<file path="config.mk">
export PLATFORM = sky130hd
export DESIGN_NAME = i2s_transmitter
export DESIGN_NICKNAME = d
export VERILOG_FILES = /design/src/rtl/i2s_pkg.sv /design/src/rtl/i2s_clk_gen.sv /design/src/rtl/i2s_transmitter.sv
export SDC_FILE = /design/constraint.sdc
export NUM_CORES = 1
export LEC_CHECK = 0
export CAP_MARGIN = 25
export CORE_UTILIZATION = 40
export DETAILED_ROUTE_END_ITERATION = 12
export PLACE_DENSITY = 0.63
export SLEW_MARGIN = 20
export SYNTH_ARGS = -nofsm -noshare
export SYNTH_HDL_FRONTEND = slang
export SYNTH_SLANG_ARGS = --single-unit
export TNS_END_PERCENT = 20
</file>
<file path="constraint.sdc">
create_clock -name i_clk -period 5.65 [get_ports i_clk]
set_input_delay 1.13 -clock i_clk [delete_from_list [all_inputs] [get_ports i_clk]]
set_output_delay 1.13 -clock i_clk [all_outputs]
set_load 0.01 [all_outputs]
</file>
<file path="src/rtl/i2s_pkg.sv">
// Shared defaults and derived sizes for the I2S transmitter slice.
package i2s_pkg;

    localparam int DEF_DATA_W = 24;
    localparam int DEF_SLOT_W = 32;
    localparam int FRAME_BITS = 2 * DEF_SLOT_W;

    function automatic int bidx_width(input int slot_w);
        return $clog2(2 * slot_w);
    endfunction

    localparam int BIDX_W = bidx_width(DEF_SLOT_W);

endpackage

</file>
<file path="src/rtl/i2s_clk_gen.sv">
// BCLK divider and frame bit index; flags the falling BCLK event and the frame start
// one cycle ahead of the registers they update.
module i2s_clk_gen import i2s_pkg::*; #(
    parameter int CLK_DIV = 4,
    parameter int SLOT_W  = DEF_SLOT_W,
    localparam int BW     = bidx_width(SLOT_W)
) (
    input  logic          i_clk,
    input  logic          i_rst_n,
    output logic          o_bclk,
    output logic          o_fall,
    output logic          o_frame_start,
    output logic [BW-1:0] o_bidx_next
);

    localparam int CW = $clog2(CLK_DIV);
    localparam int FB = 2 * SLOT_W;

    logic [CW-1:0] cnt;
    logic [BW-1:0] bidx;
    logic          wrap;

    assign wrap          = (cnt == CW'(CLK_DIV - 1));
    assign o_fall        = wrap & o_bclk;
    assign o_bidx_next   = (bidx == BW'(FB - 1)) ? '0 : bidx + BW'(1);
    assign o_frame_start = o_fall & (o_bidx_next == '0);

    // Index starts at the last slot bit so the first fall opens frame 0.
    always_ff @(posedge i_clk or negedge i_rst_n) begin
        if (!i_rst_n) begin
            cnt    <= '0;
            o_bclk <= 1'b0;
            bidx   <= BW'(FB - 1);
        end else begin
            cnt <= wrap ? '0 : cnt + CW'(1);
            if (wrap) o_bclk <= ~o_bclk;
            if (o_fall) bidx <= o_bidx_next;
        end
    end

endmodule

</file>
<file path="src/rtl/i2s_transmitter.sv">
// Philips I2S stereo transmitter with a one-pair holding register and frame strobe.
// Define I2S_TX_REPEAT_ON_UNDERRUN_EN to resend the last loaded pair on underrun.
module i2s_transmitter import i2s_pkg::*; #(
    parameter int CLK_DIV = 4,
    parameter int DATA_W  = DEF_DATA_W,
    parameter int SLOT_W  = DEF_SLOT_W
) (
    input  logic                     i_clk,
    input  logic                     i_rst_n,
    input  logic signed [DATA_W-1:0] i_left,
    input  logic signed [DATA_W-1:0] i_right,
    input  logic                     i_valid,
    output logic                     o_ready,
    output logic                     o_sample_en,
    output logic                     o_underrun,
    output logic                     o_bclk,
    output logic                     o_lrclk,
    output logic                     o_sdata
);

    localparam int BW     = bidx_width(SLOT_W);
    localparam int PAIR_W = 2 * DATA_W;

    if (SLOT_W <= DATA_W) begin : g_bad_slot
        $error("SLOT_W must be larger than DATA_W");
    end
    if (CLK_DIV < 2) begin : g_bad_div
        $error("CLK_DIV must be at least 2");
    end

    logic              fall;
    logic              frame_start;
    logic [BW-1:0]     bidx_next;
    logic              full;
    logic [DATA_W-1:0] hold_l;
    logic [DATA_W-1:0] hold_r;
    logic [PAIR_W-1:0] shift_q;
    logic [PAIR_W-1:0] underrun_pair;
    logic              right_slot;
    logic [BW-1:0]     slot_pos;
    logic              data_bit;

    i2s_clk_gen #(
        .CLK_DIV (CLK_DIV),
        .SLOT_W  (SLOT_W)
    ) u_clk_gen (
        .i_clk         (i_clk),
        .i_rst_n       (i_rst_n),
        .o_bclk        (o_bclk),
        .o_fall        (fall),
        .o_frame_start (frame_start),
        .o_bidx_next   (bidx_next)
    );

    assign right_slot = (bidx_next >= BW'(SLOT_W));
    assign slot_pos   = right_slot ? bidx_next - BW'(SLOT_W) : bidx_next;
    assign data_bit   = (slot_pos != '0) && (slot_pos <= BW'(DATA_W));
    assign o_ready    = ~full;

    // Valid/ready: a pair is taken on any cycle with i_valid & o_ready; an accept
    // coinciding with an empty frame start still underruns and waits one frame.
    always_ff @(posedge i_clk or negedge i_rst_n) begin
        if (!i_rst_n) begin
            full   <= 1'b0;
            hold_l <= '0;
            hold_r <= '0;
        end else if (i_valid && !full) begin
            full   <= 1'b1;
            hold_l <= i_left;
            hold_r <= i_right;
        end else if (frame_start) begin
            full   <= 1'b0;
        end
    end

`ifdef I2S_TX_REPEAT_ON_UNDERRUN_EN
    logic [PAIR_W-1:0] last_q;

    always_ff @(posedge i_clk or negedge i_rst_n) begin
        if (!i_rst_n) begin
            last_q <= '0;
        end else if (frame_start && full) begin
            last_q <= {hold_l, hold_r};
        end
    end

    assign underrun_pair = last_q;
`else
    assign underrun_pair = '0;
`endif

    // Left sample sits above right, so one MSB-first shift covers both slots.
    always_ff @(posedge i_clk or negedge i_rst_n) begin
        if (!i_rst_n) begin
            shift_q     <= '0;
            o_lrclk     <= 1'b0;
            o_sdata     <= 1'b0;
            o_sample_en <= 1'b0;
            o_underrun  <= 1'b0;
        end else begin
            o_sample_en <= frame_start;
            o_underrun  <= frame_start & ~full;
            if (fall) begin
                o_lrclk <= right_slot;
                o_sdata <= 1'b0;
                if (frame_start) begin
                    shift_q <= full ? {hold_l, hold_r} : underrun_pair;
                end else if (data_bit) begin
                    o_sdata <= shift_q[PAIR_W-1];
                    shift_q <= {shift_q[PAIR_W-2:0], 1'b0};
                end
            end
        end
    end

endmodule

</file>
Yosys cells after proc, flatten, opt, wreduce, memory -nomap -nowiden

Index checks and enable logic that the tools add are counted.

Register bits: 110
Bits of input ports: 51
Output and inout bits: 6

$add $sub $neg: 3
Order comparisons: 2
Equality and inequality tests: 2
Muxes and demuxes: 10
Bitwise logic cells: 5
Reductions and logical operators: 8

Operator list:

| operator                                                               | count |
|---|---|
| 48-bit two-way mux                                                     | 3 |
| 6-bit two-way mux                                                      | 2 |
| 6-bit by 1-bit adder with 6-bit output (second input constant)         | 1 |
| 6-bit == test (second input constant)                                  | 1 |
| 6-bit >= comparator (second input constant)                            | 1 |
| 6-bit by 5-bit <= comparator with 1-bit output (second input constant) | 1 |
| 6-bit zero test                                                        | 1 |
| 6-bit nonzero test                                                     | 1 |
| 6-bit subtractor (second input constant)                               | 1 |
| 1-bit two-way mux                                                      | 4 |
| 2-bit nonzero test                                                     | 2 |
| 1-bit AND                                                              | 3 |
| 2-bit by 1-bit adder with 2-bit output (second input constant)         | 1 |
| 2-bit == test (second input constant)                                  | 1 |
| 1-bit logical AND                                                      | 2 |
| 2-bit two-way mux                                                      | 1 |
| 1-bit NOT                                                              | 2 |
| 2-bit AND reduction                                                    | 1 |
| 1-bit zero test                                                        | 1 |

Depth between registers and ports, before layout

Depth in word-level cells: 8
Gate-level depth with buffers: 8
Depth with buffers taken out: 6

Hierarchy

Synthesis repeated with hierarchy kept, for this count alone.

Cell total of the unflattened synthesis: 329
Area total of the unflattened synthesis: 4852.2 um2

By module, submodules not included:

| module          | instances | cells each | area each (um2) | sequential area each (um2) |
|---|---|---|---|---|
| i2s_transmitter | 1         | 283        | 4337.9          | 2527.4 |
| i2s_clk_gen     | 1         | 46         | 514.2           | 232.7 |

Least setup slack after synthesis

Ideal clock, no wire load.

Path kind: input to register
Start point: input port i_valid
End point: register hold_l[14]
Library setup time: 0.125 ns
Arrival: 2.393 ns
Data required time: 5.525 ns
Slack: 3.132 ns
Stages on the path: 4
Path buffers: 2
Cell sequence: nor2b_1 clkbuf_1 buf_1 mux2_2

Longest elaborated chain between the ends: 1

RTL lines:

| what                 | RTL line              | source |
|---|---|---|
| start, declared      | i2s_transmitter.sv:12 | `input logic i_valid,` |
| 1-bit logical AND    | i2s_transmitter.sv:67 | `end else if (i_valid && !full) begin` |
| end signal, assigned | i2s_transmitter.sv:69 | `hold_l <= i_left;` |
| end, declared        | i2s_transmitter.sv:35 | `logic [DATA_W-1:0] hold_l;` |

No other way between the ends.
A chain may end at the register's enable or synchronous reset.

Worst setup path after layout

Start point: register full
End point: output port o_ready

Longest elaborated chain between the ends: 1

RTL lines:

| what                   | RTL line              | source |
|---|---|---|
| start, declared        | i2s_transmitter.sv:34 | `logic full;` |
| start signal, assigned | i2s_transmitter.sv:64 | `full <= 1'b0;` |
| start signal, assigned | i2s_transmitter.sv:68 | `full <= 1'b1;` |
| start signal, assigned | i2s_transmitter.sv:72 | `full <= 1'b0;` |
| 1-bit NOT              | i2s_transmitter.sv:58 | `assign o_ready = ~full;` |
| end, declared          | i2s_transmitter.sv:13 | `output logic o_ready,` |

No other way between the ends.

==> results.py <==
metrics = {
    "pwr": {
        "switching_share_pct": 19.3,
        "pwr-share-seq_pct": 51.5,
        "leakage_uw": 0.00265,
        "p_clk_share_pct": 43.7,
        "p_switching_uw": 306,
        "comb_power_share_pct": 4.9,
        "peakVddDrop_v": 0.000201,
        "total_power_uw": 1580,
        "internal_power_uw": 1280,
        "p_per_area_mw_per_mm2": 265,
    },
    "critical_path": {
        "max_stage_delay_ns": 1.01,
        "cp.arrival_ns": 2.02,
        "worstSetupPathType": "register to output port",
        "start_kind": "register",
        "path_max_fanout": 51,
        "r2r_cells": 7,
        "cp_data_required_time_ns": 4.52,
        "end_kind": "output port",
        "path_cells": "inv_1, clkdlybuf4s50_1",
        "slowest_stage": "dfrtp_2",
    },
    "grt": {
        "grt_first_pass_wirelength_um": 16500,
        "grt_pass1_vias": 3329,
        "grt.total_usage_pct": 16.3,
        "antenna_found_initial": 0,
        "grt_max_degree": 60,
        "overflow": 0,
    },
    "run_status": {
        "status": "finished, final reports clean",
    },
    "sta": {
        "fin_worst_skew_ns": 0.00475,
        "hold_violations": 0,
        "finalSetupViolCount": 0,
        "worst_slew_pin_slew_ns": 0.977,
        "rsz0062_at_grt": "false",
        "max_freq_ghz": 0.318,
        "period_share_pct": 55.7,
        "setup_ws_ns": 2.50,
        "fin_crit_ns": 3.15,
        "slew_headroom_pct": 34.9,
        "slew_violations": 0,
        "setup_tns_ns": 0,
        "fin_hold_ws_ns": 0.430,
    },
    "routing": {
        "wl_per_cell_um": 15.0,
        "drtIter0Drc": 166,
        "drc": 0,
        "drt-vias-per-instance": 5.15,
        "wl_um": 9620,
        "ant_nets": 0,
        "drtPass1Iterations": 4,
        "dr_total_vias": 3313,
    },
    "floorplan": {
        "start_util_pct": 41.2,
        "fp.coreArea_mm2": 0.0121,
        "die_w_um": 114,
        "rows": 40,
        "die_height_um": 114,
        "dieArea_mm2": 0.0129,
        "boundaryPins": 57,
    },
    "cts": {
        "cts_resized": 0,
        "clkLatencyLatePin_ns": 0.34,
        "cts_tree": "yes",
        "cts_buffers": 9,
        "clock-sinks": 110,
        "root_buffer": "clkbuf_16",
        "cts_htree_levels": 3,
        "clk_pin_slew_worst_paths_ns": 0.07,
        "post-cts-setup-buffers": 0,
        "hold_buffers": 0,
        "cts_buffer_depth": 2,
    },
    "yosys": {
        "ys_ff_latch": 110,
        "netlist_area_mm2": 0.00499,
        "syn_area_per_cell_um2": 11.5,
        "syn-instance-count": 433,
        "synth_fp_nets": 487,
        "synth_cell_type_count": 41,
        "yosysWarnings": 0,
        "seq_area_frac_synth_pct": 55.3,
    },
    "placed_design": {
        "dp_slack_ns": 2.82,
        "dp_hpwl_um": 5700,
        "portBuffers": 56,
        "place_congestion": 0.713,
    },
    "layout": {
        "final_cell_mix": "103 x dfrtp_1, 56 x nand2_1, 55 x clkdlybuf4s50_1, 49 x inv_1, 49 x nor3_1",
        "fin_util_pct": 49.3,
        "syn_to_final_growth_pct": 19.6,
        "mostFrequentLayoutCell": "dfrtp_1",
        "n_antenna_cell": 0,
        "final_nets": 524,
        "layout-drive-gt1-share_pct": 22.3,
    },
    "min_path": {
        "whs_path_depth": 1,
        "hp-class": "register to register",
    },
    "run": {
        "maxCapViolations": 0,
    },
}
==> cell type report <==
class | count | area, um2
fillers | 1157 | 6140
clock inverters | 3 | 65.1
multi-input cells | 239 | 1890
well taps | 168 | 210
flip-flops and latches | 110 | 2760
repair buffers | 61 | 596
inverters | 49 | 184
clock buffers | 13 | 270
==> layer usage <==
layer / track usage (%) / vias up / part of all wire (%)
met1: 21.2 / 1656 / 46
li1: - / 1593 / -
met3: 4.84 / 10 / 4.1
met4: 3.95 / 0 / 1.0
met5: 0 / - / 0
met2: 26.7 / 54 / 48
==> flip-flops by register name, summed over array words and instances (netlist names) <==
register	cells
full	1
hold_l	24
hold_r	24
o_lrclk	1
o_sample_en	1
o_sdata	1
o_underrun	1
shift_q	48
u_clk_gen.bidx	6
u_clk_gen.cnt	2
u_clk_gen.o_bclk	1
==> cell families after synthesis <==
group	synth area share, %
simple gates	11.0
flops	55.3
buf+inv	7.29
compound gates	13.7
mux	11.1
xor+xnor	0.852
fa+ha+maj	0.752
==> cell usage after synthesis <==
cell type	count	area, um2
dfrtp_1	104	2600
nand2_1	56	210
inv_1	49	184
nor3_1	49	245
mux2_2	48	541
a221oi_1	27	236
a221oi_2	21	315
clkbuf_1	21	78.8
buf_2	6	30.0
dfstp_2	6	158
buf_6	4	45.0
buf_4	3	22.5
ha_1	3	37.5
nor2_1	3	11.3
nor2b_1	3	18.8
a22oi_2	2	25.0
nand3_1	2	10.0
o31ai_1	2	15.0
xnor2_1	2	17.5
a21boi_0	1	7.51
a21boi_1	1	7.51
a21o_1	1	7.51
a32o_1	1	10.0
and2_1	1	6.26
and3_1	1	6.26
and3_4	1	11.3
buf_1	1	3.75
mux2_4	1	15.0
nand2b_1	1	6.26
nand3b_1	1	7.51
nand4_1	1	6.26
nor4bb_1	1	10.0
o211a_1	1	10.0
o211ai_2	1	12.5
o21a_1	1	7.51
o21ai_0	1	5.00
o21ba_2	1	10.0
o21bai_1	1	7.51
o221ai_1	1	8.76
xor2_1	1	8.76
xor2_2	1	16.3
==> stage by stage <==
| step | cells | cell area (um2) |
|---|---|---|
| global placement | 627 | 5640 |
| detailed placement | 627 | 5640 |
| floorplan | 433 | 4990 |
| CTS | 643 | 5970 |
| global route | 643 | 5970 |
| finish | 643 | 5970 |
==> worst max-delay path, delay by kind of cell (launching register included) <==
family / cells / cell delay [ns]
flip-flops: 1 / 1.01
buffers and inverters: 2 / 0.66
==> worst paths after layout <==
check | to | startpoint | slack [ns]
max in group asynchronous | shift_q[8] | i_rst_n | 3.67
hold / removal | u_clk_gen.cnt[0] | u_clk_gen.cnt[0] | 0.43
setup / recovery | o_ready | full | 2.50
hold reg to reg | u_clk_gen.cnt[0] | u_clk_gen.cnt[0] | 0.43
setup reg to reg | shift_q[19] | u_clk_gen.bidx[0] | 2.81
min in group asynchronous | hold_l[9] | i_rst_n | 0.81
==> power by group through the flow <==
stage          combinational [uW]  sequential (uW)  clock (uW)
3_3_place_gp                 77.4              829           0
2_1_floorplan                24.0              826           0
3_5_place_dp                 79.0              829           0
6_report                     77.1              814         691
5_1_grt                      85.7              816         743
4_1_cts                      79.4              814         713
No activity file was read; power rests on OpenSTA's default activity.
